**config.mk**
```make
export PLATFORM = sky130hd
export DESIGN_NAME = decode_hazard_ctrl
export DESIGN_NICKNAME = d
export VERILOG_FILES = /design/src/rtl/decode_hazard_ctrl.sv
export SDC_FILE = /design/constraint.sdc
export NUM_CORES = 1
export LEC_CHECK = 0
export CAP_MARGIN = 0
export CORE_MARGIN = 3
export CORE_UTILIZATION = 45
export CTS_CLUSTER_DIAMETER = 200
export DETAILED_ROUTE_END_ITERATION = 6
export HOLD_SLACK_MARGIN = 0.15
export PLACE_DENSITY = 0.72
export SLEW_MARGIN = 30
export SYNTH_ARGS = -nofsm -noshare
export SYNTH_HDL_FRONTEND = slang
export SYNTH_SLANG_ARGS = --single-unit
```
**constraint.sdc**
```tcl
create_clock -name clk -period 3.1 [get_ports clk]
set_input_delay 0.62 -clock clk [delete_from_list [all_inputs] [get_ports clk]]
set_output_delay 0.62 -clock clk [all_outputs]
set_load 0.01 [all_outputs]
```
**src/rtl/decode_hazard_ctrl.sv**
```systemverilog
// rtl/decode_hazard_ctrl.sv - decode-stage hazard controller: load-use stall, branch flush, forwarding select
// Tracks the three in-flight stages (EX, MEM, WB) and derives stall/flush/issue plus operand bypass selects.
module decode_hazard_ctrl #(
  parameter int CNT_W = 16
) (
  input  logic             clk,
  input  logic             rst,
  input  logic             id_valid,
  input  logic [4:0]       id_rs1,
  input  logic [4:0]       id_rs2,
  input  logic             id_rs1_used,
  input  logic             id_rs2_used,
  input  logic [4:0]       id_rd,
  input  logic             id_rd_we,
  input  logic             id_is_load,
  input  logic             ex_branch_taken,
  output logic             stall,
  output logic             flush,
  output logic             issue,
  output logic [1:0]       fwd_sel1,
  output logic [1:0]       fwd_sel2,
  output logic [CNT_W-1:0] stall_cnt,
  output logic [CNT_W-1:0] flush_cnt
);

  typedef enum logic {RUN = 1'b0, FLUSH = 1'b1} state_t;

  state_t     state;
  logic [2:0] slot_valid;
  logic [2:0] slot_we;
  logic [2:0] slot_load;
  logic [4:0] slot_rd [3];
  logic [2:0] match1;
  logic [2:0] match2;
  logic       load_use;

  // Slot index 0 is EX, 1 is MEM, 2 is WB.
  always_comb begin
    match1 = '0;
    match2 = '0;
    for (int i = 0; i < 3; i++) begin
      match1[i] = slot_valid[i] && slot_we[i] && (slot_rd[i] == id_rs1) &&
                  (id_rs1 != 5'd0) && id_rs1_used;
      match2[i] = slot_valid[i] && slot_we[i] && (slot_rd[i] == id_rs2) &&
                  (id_rs2 != 5'd0) && id_rs2_used;
    end
  end

  // A load in EX cannot bypass; fall through to older producers instead.
  function automatic logic [1:0] pick_src(input logic [2:0] m, input logic ex_load);
    if (m[0] && !ex_load)
      return 2'b01;
    else if (m[1])
      return 2'b10;
    else if (m[2])
      return 2'b11;
    else
      return 2'b00;
  endfunction

  always_comb begin
    load_use = id_valid && slot_load[0] && (match1[0] || match2[0]);
    flush    = ex_branch_taken || (state == FLUSH);
    stall    = load_use && !flush;
    issue    = id_valid && !stall && !flush;
    fwd_sel1 = pick_src(match1, slot_load[0]);
    fwd_sel2 = pick_src(match2, slot_load[0]);
  end

  always_ff @(posedge clk) begin
    if (rst) begin
      state      <= RUN;
      slot_valid <= '0;
      slot_we    <= '0;
      slot_load  <= '0;
      for (int i = 0; i < 3; i++) slot_rd[i] <= '0;
      stall_cnt  <= '0;
      flush_cnt  <= '0;
    end else begin
      slot_valid <= {slot_valid[1:0], issue};
      slot_we    <= {slot_we[1:0],    issue && id_rd_we};
      slot_load  <= {slot_load[1:0],  issue && id_is_load};
      slot_rd[2] <= slot_rd[1];
      slot_rd[1] <= slot_rd[0];
      slot_rd[0] <= issue ? id_rd : 5'd0;
      state      <= ex_branch_taken ? FLUSH : RUN;
      if (stall && (stall_cnt != '1))
        stall_cnt <= stall_cnt + CNT_W'(1);
      if (flush && (flush_cnt != '1))
        flush_cnt <= flush_cnt + CNT_W'(1);
    end
  end

endmodule

```
==> results of run 1 <==
==> cells in the mapped netlist, types with 2 or more instances <==
cell,instances,area (µm²)
a21o_1,3,22.5
inv_1,7,26.3
nor3b_2,7,87.6
a31o_2,2,17.5
o21ai_0,2,10.0
nand3_1,14,70.1
or3_4,2,22.5
mux2_2,3,33.8
or4_1,4,30.0
o21ai_2,2,17.5
nand4_1,17,106
xnor2_1,41,359
nor2b_1,19,119
a21oi_1,7,35.0
ha_1,2,25.0
nor3_1,6,30.0
nor2_1,41,154
nand2b_1,3,18.8
nand2_1,10,37.5
nor4_1,2,12.5
a211oi_1,4,30.0
mux2i_1,2,20.0
and3_1,4,25.0
a21oi_4,2,32.5
dfxtp_1,55,1100
clkbuf_1,5,18.8
xor2_1,10,87.6
a2111oi_4,2,55.1
and4_1,3,26.3
==> state kept, by name, summed over array words and instances, names as in the netlist <==
register,flops
slot_rd,15
stall_cnt,16
flush_cnt,16
slot_valid,3
slot_we,3
state,1
slot_load,1
==> stage by stage <==
stage	util, %	setup WS, ns	setup TNS, ns	area, µm²
after floorplan	-	0.442	0	2790
after global placement	59.6	-0.359	-1.96	3550
after detailed placement	59.6	-0.374	-2.02	3550
after CTS	62.0	0.00534	0	3690
after global routing	62.4	0.0584	0	3720
final	62.4	0.127	0	3720
==> report_power, final <==
part           leakage, nW  switching [W]  internal [W]  total (W)
clock network       0.0644       0.000235      0.000322   0.000557
registers            0.445      0.0000109      0.000715   0.000726
logic                0.820      0.0000616     0.0000726   0.000134
==> logic make-up (layout without fill, tap and decap cells) <==
group	Yosys count	count (layout)	synth area share, %
AOI/OAI and AO/OA	28	28	9.10
xor gates and xnor gates	51	51	16.0
adders and majority gates	2	2	0.897
buffers and inverters	17	94	3.59
DFF	55	55	39.5
muxes	6	6	2.33
and+or+nand+nor	139	139	28.6
==> how the worst max path moves through the flow <==
| stage | cells after the start | slack [ns] | start | end |
|---|---|---|---|---|
| after floorplan | 8 | 0.44 | id_rs1[0] | issue |
| after global placement | 6 | -0.36 | id_rs1[4] | fwd_sel1[0] |
| after detailed placement | 6 | -0.37 | id_rs1[4] | fwd_sel1[0] |
| after CTS | 7 | 0.005 | id_rs2[2] | fwd_sel2[1] |
| after global routing | 6 | 0.06 | id_rs1[4] | fwd_sel1[0] |
| final | 6 | 0.13 | id_rs1[2] | fwd_sel1[0] |
==> repair_timing <==
| item | in CTS | in global routing |
|---|---|---|
| pin swaps | 2 | 3 |
| setup endpoints to repair | 6 | 4 |
| resized for setup | 19 | 12 |
==> final cells by class <==
type	instances	area share, %
Sequential cell	55	29.6
Timing Repair Buffer	79	19.7
Clock inverter	3	1.82
Inverter	7	0.707
Clock buffer	5	1.85
Tap cell	75	2.53
Multi-Input combinational cell	226	43.8
==> placed cells by master (no fill, tap or decap), types with 3 or more instances in the layout <==
cell,instances
a211oi_1,4
a21o_1,3
a21oi_1,6
and3_1,4
and4_1,3
buf_4,18
clkbuf_8,5
clkdlybuf4s50_1,44
dfxtp_1,55
dlygate4sd2_1,8
dlymetal6s2s_1,4
inv_1,7
mux2_2,3
nand2_1,10
nand2b_1,3
nand3_1,14
nand4_1,17
nor2_1,41
nor2b_1,19
nor3_1,6
nor3b_2,7
or4_4,3
xnor2_1,39
xor2_1,10
==> worst max-delay path, cell delays in order <==
cell,delay (ns)
dlygate4sd2_1,0.27
xnor2_1,0.20
nand4_1,0.13
or4_2,0.69
o22ai_1,0.16
dlygate4sd2_1,0.29
==> routing by layer <==
metal	wire length [µm]	share of wire (%)	vias up	track usage, %
met1	2940	47	1086	23.9
met4	29	0.47	0	4.75
met2	2870	46	68	28.9
met3	367	5.9	2	4.51
met5	0	0	-	0
li1	-	-	1186	-
==> metrics.txt, run 1 <==
initial antenna violation count 0; worst hold endpoint slot_valid[2]; sequential area share after synthesis 39.5%; antenna viol nets, final 0; Fmax 336 MHz; WS Path Type in2out; Top Ports 62; Root Driver clkbuf_8; total gr overflow 0; Antenna Cells 0; Primary FF master, synth dfxtp_1; RSZ-0062 raised after global routing false; drt pass-1 iters 4; total power 0.00142 W; Inserted Clock Buffers 5; Final Hold Fails 0; VDD IR max 0.235 mV; Leakage Power 1.33 nW; number of global-route vias before repair 2280; Synth cell types 46; pwr/cell area 381 mW/mm²; Critical Path RT 2.48 ns; min-delay src slot_valid[1]; Rows 28; worst min-delay path class reg2reg; number of I/O port buffers 61; EDFF count, synth 0; Wirelength per Cell 13.8 µm; DR iter-0 viols 136; Die Span X 84.7 µm; Crit. End Element output pin; multi-input logic area 0.00163 mm²; Worst Reg-to-Reg Cells 8; largest net degree at the start of global routing 32; Slew @ Worst Pin 0.628 ns; synthesized flop and latch total 55; Crit Path Max Fanout 3; final worst-path cycle share 95.9%; Floorplan Core Area 0.00596 mm²; number of remaining DRC errors 0; CTS HTree Levels 2; outcome completed; Final Max Slew Viols 0; Max Root-Sink Buffers 2; Global Route Usage Sum 17.9%; Arr. time, crit path 2.35 ns; Netlist Area Pre-Place 0.00279 mm²; clk sink count 55; first-pass GRT wire length 10.5 mm; FF/Latch Area 0.00110 mm²; final hold slack 0.483 ns; Tmin final 2.97 ns; Post-CTS Setup Bufs 0; Hold Path Stages 1; Worst R2R Start slot_rd[0][3]; fraction of registers with async set/reset 0%; GPL Wtd Cong 0.818; CTS hold repair buffers 0; post-synthesis cell count 298; CTS tree built; R2R Path End stall_cnt[4]; clk_lat worst skew 0.30 ns; syn nets 323; Die ar. 0.00718 mm²; layout cells sized above 1 15.7%; R2R setup slack 0.73 ns; clk_skew 0.00815 ns; via/cell ratio 5.20; startpoint types input port; Final setup violation count 0; non-filler cells, final 450; DR vias 2342; HPWL after detailed placement 4.65 mm; clk slew on worst S/H paths 0.09 ns; Mean Syn Cell Area 9.36 µm²; Routed WL 6.21 mm; max-cap violation count 0; Starting Density 46.8%; Inst Count DP 442; Filler cells 526; Worst slew margin 57.7%; Layout Nets 399; chip height 84.7 µm; area delta synth->final 33.2%; synth warn 0
Note: power is estimated with default switching activity, not from simulation.
==> run 2, diff against run 1 <==
- CORE_UTILIZATION: 45 -> 35
- PLACE_DENSITY: 0.72 -> not set
==> run 2 against run 1 <==
Compared with the run above:
- cell area decreased by 0.47%
- setup slack got worse by 0.051 ns
- cell count increased by 5.6%
- global-route usage decreased by 2.2 points
- die area increased by 26%
- clock power decreased by 23%
- total power decreased by 9.3%
- critical path type unchanged
- highest routed layer unchanged
==> metrics.txt, run 2 (synthesis gave the netlist of run 1 again) <==
initial antenna violation count 0 (unchanged); Slowest cell on crit path or4_4; most frequent cells in the layout dfxtp_1 (55), clkdlybuf4s50_1 (48), xnor2_1 (41), nor2_1 (41); R2R Path End stall_cnt[4]; antenna viol nets, final 0 (unchanged); Tmin final 3.02 ns (+0.0510 ns); DR iter-0 viols 104 (-24%); FF/Latch Area 0.00110 mm² (unchanged); Worst R2R Start slot_rd[0][0]; Top Ports 62 (unchanged); largest net degree at the start of global routing 37 (+16%); Crit Path Max Fanout 3 (unchanged); clk sink count 55 (unchanged); final hold slack 0.477 ns (-0.00603 ns); HPWL after detailed placement 5.04 mm (+8.3%); total gr overflow 0 (unchanged); Root Driver clkbuf_8; Starting Density 37.3% (-9.6 points); drt pass-1 iters 4 (unchanged); DR vias 2373 (+1.3%); CP Buf/Inv Count 3 (+1); Routed WL 6.67 mm (+7.5%); clk_lat worst skew 0.31 ns (about the same); Max Root-Sink Buffers 2 (unchanged); Final setup violation count 0 (unchanged); CTS tree built; Filler cells 745 (+42%); Worst Reg-to-Reg Cells 8 (unchanged); Die Span X 95.3 µm (+12%); area delta synth->final 32.6%; Floorplan Core Area 0.00749 mm² (+26%); layout cells sized above 1 16.2% (+0.49 points); Layout Nets 400 (+0.25%); Slew @ Worst Pin 0.600 ns (-0.0284 ns); Wirelength per Cell 14.0 µm (+1.8%); CP Cell Sequence clkdlybuf4s50_1 > buf_4 > xnor2_1 > nand4_1 > or4_4 > a21oi_2 > dlygate4sd2_1; Worst slew margin 59.6% (+1.9 points); startpoint types input port; Critical Path RT 2.48 ns (about the same); pwr/cell area 348 mW/mm² (-8.8%); Area after DPL 0.00358 mm² (+0.85%); worst min-delay path class reg2reg; worst hold endpoint slot_valid[2]; clk_skew 0.0102 ns (+0.00200 ns); RSZ-0062 raised after global routing false; cell depth of the worst setup path 7 (+1); CTS hold repair buffers 0 (unchanged); multi-input logic area 0.00163 mm² (about the same); dominant delay contributor by cell family on the critical path buffers and inverters; max-cap violation count 0 (unchanged); CTS HTree Levels 2 (unchanged); R2R setup slack 0.77 ns (+0.04 ns); Hold Path Stages 1 (unchanged); WS Path Type in2out; Leakage Power 1.29 nW (-2.7%); biggest regs flush_cnt x16, stall_cnt x16, slot_rd x15; GPL Wtd Cong 0.951 (+16%); crit path from id_rs2[2]; Design Area, Final 0.00370 mm² (-0.47%); outcome completed; number of I/O port buffers 61 (unchanged); number of global-route vias before repair 2342 (+2.7%); VDD IR max 0.194 mV (-17%); commonest non-fill, non-tap cell in the layout dfxtp_1; Die ar. 0.00908 mm² (+26%); first-pass GRT wire length 11.4 mm (+7.9%); number of remaining DRC errors 0 (unchanged); Fmax 331 MHz (-1.7%); Final Hold Fails 0 (unchanged); Inserted Clock Buffers 5 (unchanged); Antenna Cells 0 (unchanged); Final Max Slew Viols 0 (unchanged); Arr. time, crit path 2.40 ns (+0.05 ns); Crit. End Element output pin; min-delay src slot_valid[1]; Rows 31 (+11%); final worst-path cycle share 97.6% (+1.6 points); max incr delay on CP 0.50 ns (-0.19 ns); chip height 95.3 µm (+12%); via/cell ratio 5.00 (-4.0%); clk slew on worst S/H paths 0.11 ns (+0.02 ns); Global Route Usage Sum 15.7% (-2.2 points)
==> run 2: cell types whose count changed in the layout (fill, tap and decap cells not counted), moves of 2 or more <==
cell / change
buf_2: +4
clkdlybuf4s50_1: +4
dlygate4sd2_1: -3
bufinv_16: -2
clkinv_4: +2
dlymetal6s2s_1: -2
xnor2_1: +2
xnor2_2: -2
==> run 2: stage by stage <==
step	setup TNS [ns]	util, %	total power, W	cells	setup WS, ns
4_1_cts	0	49.3	0.00130	475	0.000707
6_report	0	49.4	0.00129	475	0.0757
3_3_place_gp	-1.92	47.8	0.000874	466	-0.339
5_1_grt	0	49.4	0.00135	475	0.0102
2_1_floorplan	0	-	0.000804	298	0.442
3_5_place_dp	-2.03	47.8	0.000875	466	-0.380
==> run 2: power by group <==
group | switching, W | leakage [nW] | internal, W
logic | 0.0000601 | 0.798 | 0.0000720
registers | 0.0000113 | 0.445 | 0.000716
clock network | 0.000259 | 0.0502 | 0.000168
total | 0.000330 | 1.29 | 0.000956
==> run 2: worst max path at each step <==
stage | to | slack [ns]
floorplan | issue | 0.44
global placement | fwd_sel1[0] | -0.34
detailed placement | fwd_sel1[0] | -0.38
CTS | issue | 0.0007
global route | fwd_sel2[1] | 0.01
finish | fwd_sel2[1] | 0.08
==> run 2: worst reg2reg max path, stage by stage, from the launching register on <==
cell and delay [ns]:
dfxtp_1 0.44, xnor2_1 0.16, nand4_1 0.12, or3_4 0.41, buf_4 0.16, buf_4 0.17
a21oi_4 0.31, nand4_1 0.14, mux2_1 0.32
==> run 2: area by class of cell <==
type | count | share of cell area, %
multi-input combinational | 226 | 44.0
tap | 99 | 3.35
timing repair buffer | 80 | 19.5
inverter | 7 | 0.710
sequential | 55 | 29.8
clock inverter | 3 | 0.778
clock buffer | 5 | 1.86
==> run 2: timing repair <==
item                                    in CTS  in global routing
endpoints found under the setup margin       6                  6
setup buffers                                1                  0
gates resized for setup                     23                 12
pin swaps                                    2                  5
==> run 2: metal layers <==
metal  global-route usage [%]  vias up  part of all wire, %
li1                         -     1186                    -
met5                        0        -                    0
met3                     2.92        4                  3.8
met4                     3.73        0                 0.48
met1                     21.4     1136                   48
met2                     25.5       47                   47
==> run 3, diff against run 2 <==
- SLEW_MARGIN: 30 -> 20
- clock period: 3.1 -> 3.49 ns (I/O delays scaled with it)
==> run 3 against run 2 <==
Compared with the run above:
- via count is 4.3% lower
- utilization down 0.15 points
- highest routed layer unchanged
- critical path depth grew 1
==> metrics.txt, run 3 (synthesis gave the netlist of run 1 again) <==
R2R setup slack 1.16 ns (+0.39 ns); Fmax 297 MHz; drt pass-1 iters 4 (unchanged); VDD IR max 0.137 mV (-29%); Final setup violation count 0 (unchanged); final worst-path cycle share 96.5%; final hold slack 0.479 ns (+0.00181 ns); CP most frequent cell buf_4; Area after DPL 0.00360 mm² (+0.63%); non-filler cells, final 477 (+0.42%); Global Route Usage Sum 14.9% (-0.80 points); Top Ports 62 (unchanged); Design Area, Final 0.00369 mm² (-0.30%); worst min-delay path class reg2reg; crit path from id_rs2[0]; layout cells sized above 1 14.0% (-2.2 points); Die ar. 0.00908 mm² (unchanged); Slew @ Worst Pin 0.590 ns (-0.0103 ns); Worst Reg-to-Reg Cells 8 (unchanged); first-pass GRT wire length 10.8 mm (-4.9%); GPL Wtd Cong 0.857 (-9.9%); Filler cells 705 (-5.4%); clk_skew 0.00789 ns (-0.00226 ns); clk slew on worst S/H paths 0.10 ns (about the same); clk_lat worst skew 0.30 ns (about the same); Inserted Clock Buffers 5 (unchanged); Rows 31 (unchanged); Routed WL 6.43 mm (-3.6%); total gr overflow 0 (unchanged); Critical Path End stall; number of global-route vias before repair 2283 (-2.5%); max-cap violation count 0 (unchanged); Arr. time, crit path 2.67 ns (+0.27 ns); Crit Path Max Fanout 5 (+2); startpoint types input port; Die Span X 95.3 µm (unchanged); Antenna Cells 0 (unchanged); clk sink count 55 (unchanged); number of I/O port buffers 61 (unchanged); largest net degree at the start of global routing 35 (-5.4%); biggest regs flush_cnt x16, stall_cnt x16, slot_rd x15; Max Root-Sink Buffers 2 (unchanged); via/cell ratio 4.76 (-4.7%); Root Driver clkbuf_8; HPWL after detailed placement 4.81 mm (-4.6%); Layout Nets 402 (+0.50%); Starting Density 37.3% (unchanged); Floorplan Core Area 0.00749 mm² (unchanged); Worst R2R Start slot_rd[0][4]; Crit. End Element output pin; total power 0.00112 W (-13%); Final Hold Fails 0 (unchanged); CP Cell Sequence clkdlybuf4s50_1 > buf_4 > xnor2_1 > nand4_1 > or3_4 > buf_4 > a21oi_4 > dlygate4sd2_1; antenna viol nets, final 0 (unchanged); number of remaining DRC errors 0 (unchanged); RSZ-0062 raised after global routing false; DR iter-0 viols 69 (-34%); CTS tree built; chip height 95.3 µm (unchanged); R2R Path End stall_cnt[4]; Worst slew margin 60.3% (+0.69 points); area delta synth->final 32.2%; most frequent cells in the layout dfxtp_1 (55), clkdlybuf4s50_1 (53), xnor2_1 (41), nor2_1 (41), buf_4 (21); setup TNS 0 ns (unchanged); WS Path Type in2out; DR vias 2272 (-4.3%); Critical Path RT 2.79 ns (+0.31 ns); Slowest cell on crit path clkdlybuf4s50_1; CTS HTree Levels 2 (unchanged); Inst Count DP 469 (+0.64%); Leakage Power 1.27 nW (-1.4%); pwr/cell area 303 mW/mm² (-13%); Tmin final 3.37 ns; max incr delay on CP 0.52 ns (+0.02 ns); commonest non-fill, non-tap cell in the layout dfxtp_1; Final Max Slew Viols 0 (unchanged); outcome completed; Hold Path Stages 1 (unchanged); initial antenna violation count 0 (unchanged); Wirelength per Cell 13.5 µm (-4.0%)
run 3: area by class of cell:
cell class | count | area, µm² | share of cell area [%]
Clock buffer | 6 | 72.6 | 1.97
Sequential cell | 55 | 1100 | 29.9
Inverter | 7 | 26.3 | 0.713
Clock inverter | 2 | 16.3 | 0.441
Tap cell | 99 | 124 | 3.36
Multi-Input combinational cell | 226 | 1590 | 43.2
Timing Repair Buffer | 82 | 754 | 20.5
run 3: metal layers:
metal  up-vias  track usage, %  routed length [µm]
met2        46            24.3                2970
met4         0            3.25                  52
li1       1190               -                   -
met5         -               0                   0
met1      1032            20.1                3110
met3         4            3.24                 291
run 3: repair_timing:
item,in CTS,in global routing
gates resized for setup,8,0
setup endpoints to repair,6,0
hold buffers,0,0
setup buffers,0,0
run 3: critical path, delay by kind of cell:
kind	cells	cell delay (ns)
buf+inv	4	1.11
compound gates	1	0.19
simple gates	2	0.56
xor+xnor	1	0.11
run 3: worst min path at each step:
| stage | startpoint | end | slack [ns] |
|---|---|---|---|
| floorplan | slot_we[0] | slot_we[1] | 0.46 |
| global placement | slot_valid[1] | slot_valid[2] | 0.47 |
| detailed placement | slot_we[1] | slot_we[2] | 0.47 |
| CTS | slot_we[0] | slot_we[1] | 0.48 |
| global route | slot_we[1] | slot_we[2] | 0.50 |
| finish | slot_we[0] | slot_we[1] | 0.48 |
run 3: metrics by stage:
step	setup WS (ns)	util (%)
finish	0.122	49.3
detailed placement	-0.168	48.1
global route	0.0118	49.3
CTS	0.132	49.3
floorplan	0.676	-
global placement	-0.211	48.1
run 3: power breakdown:
group | internal [W] | total [W] | switching (W)
Combinational | 0.0000670 | 0.000121 | 0.0000538
Sequential | 0.000636 | 0.000645 | 0.00000978
Clock | 0.000145 | 0.000353 | 0.000208
Total | 0.000847 | 0.00112 | 0.000272
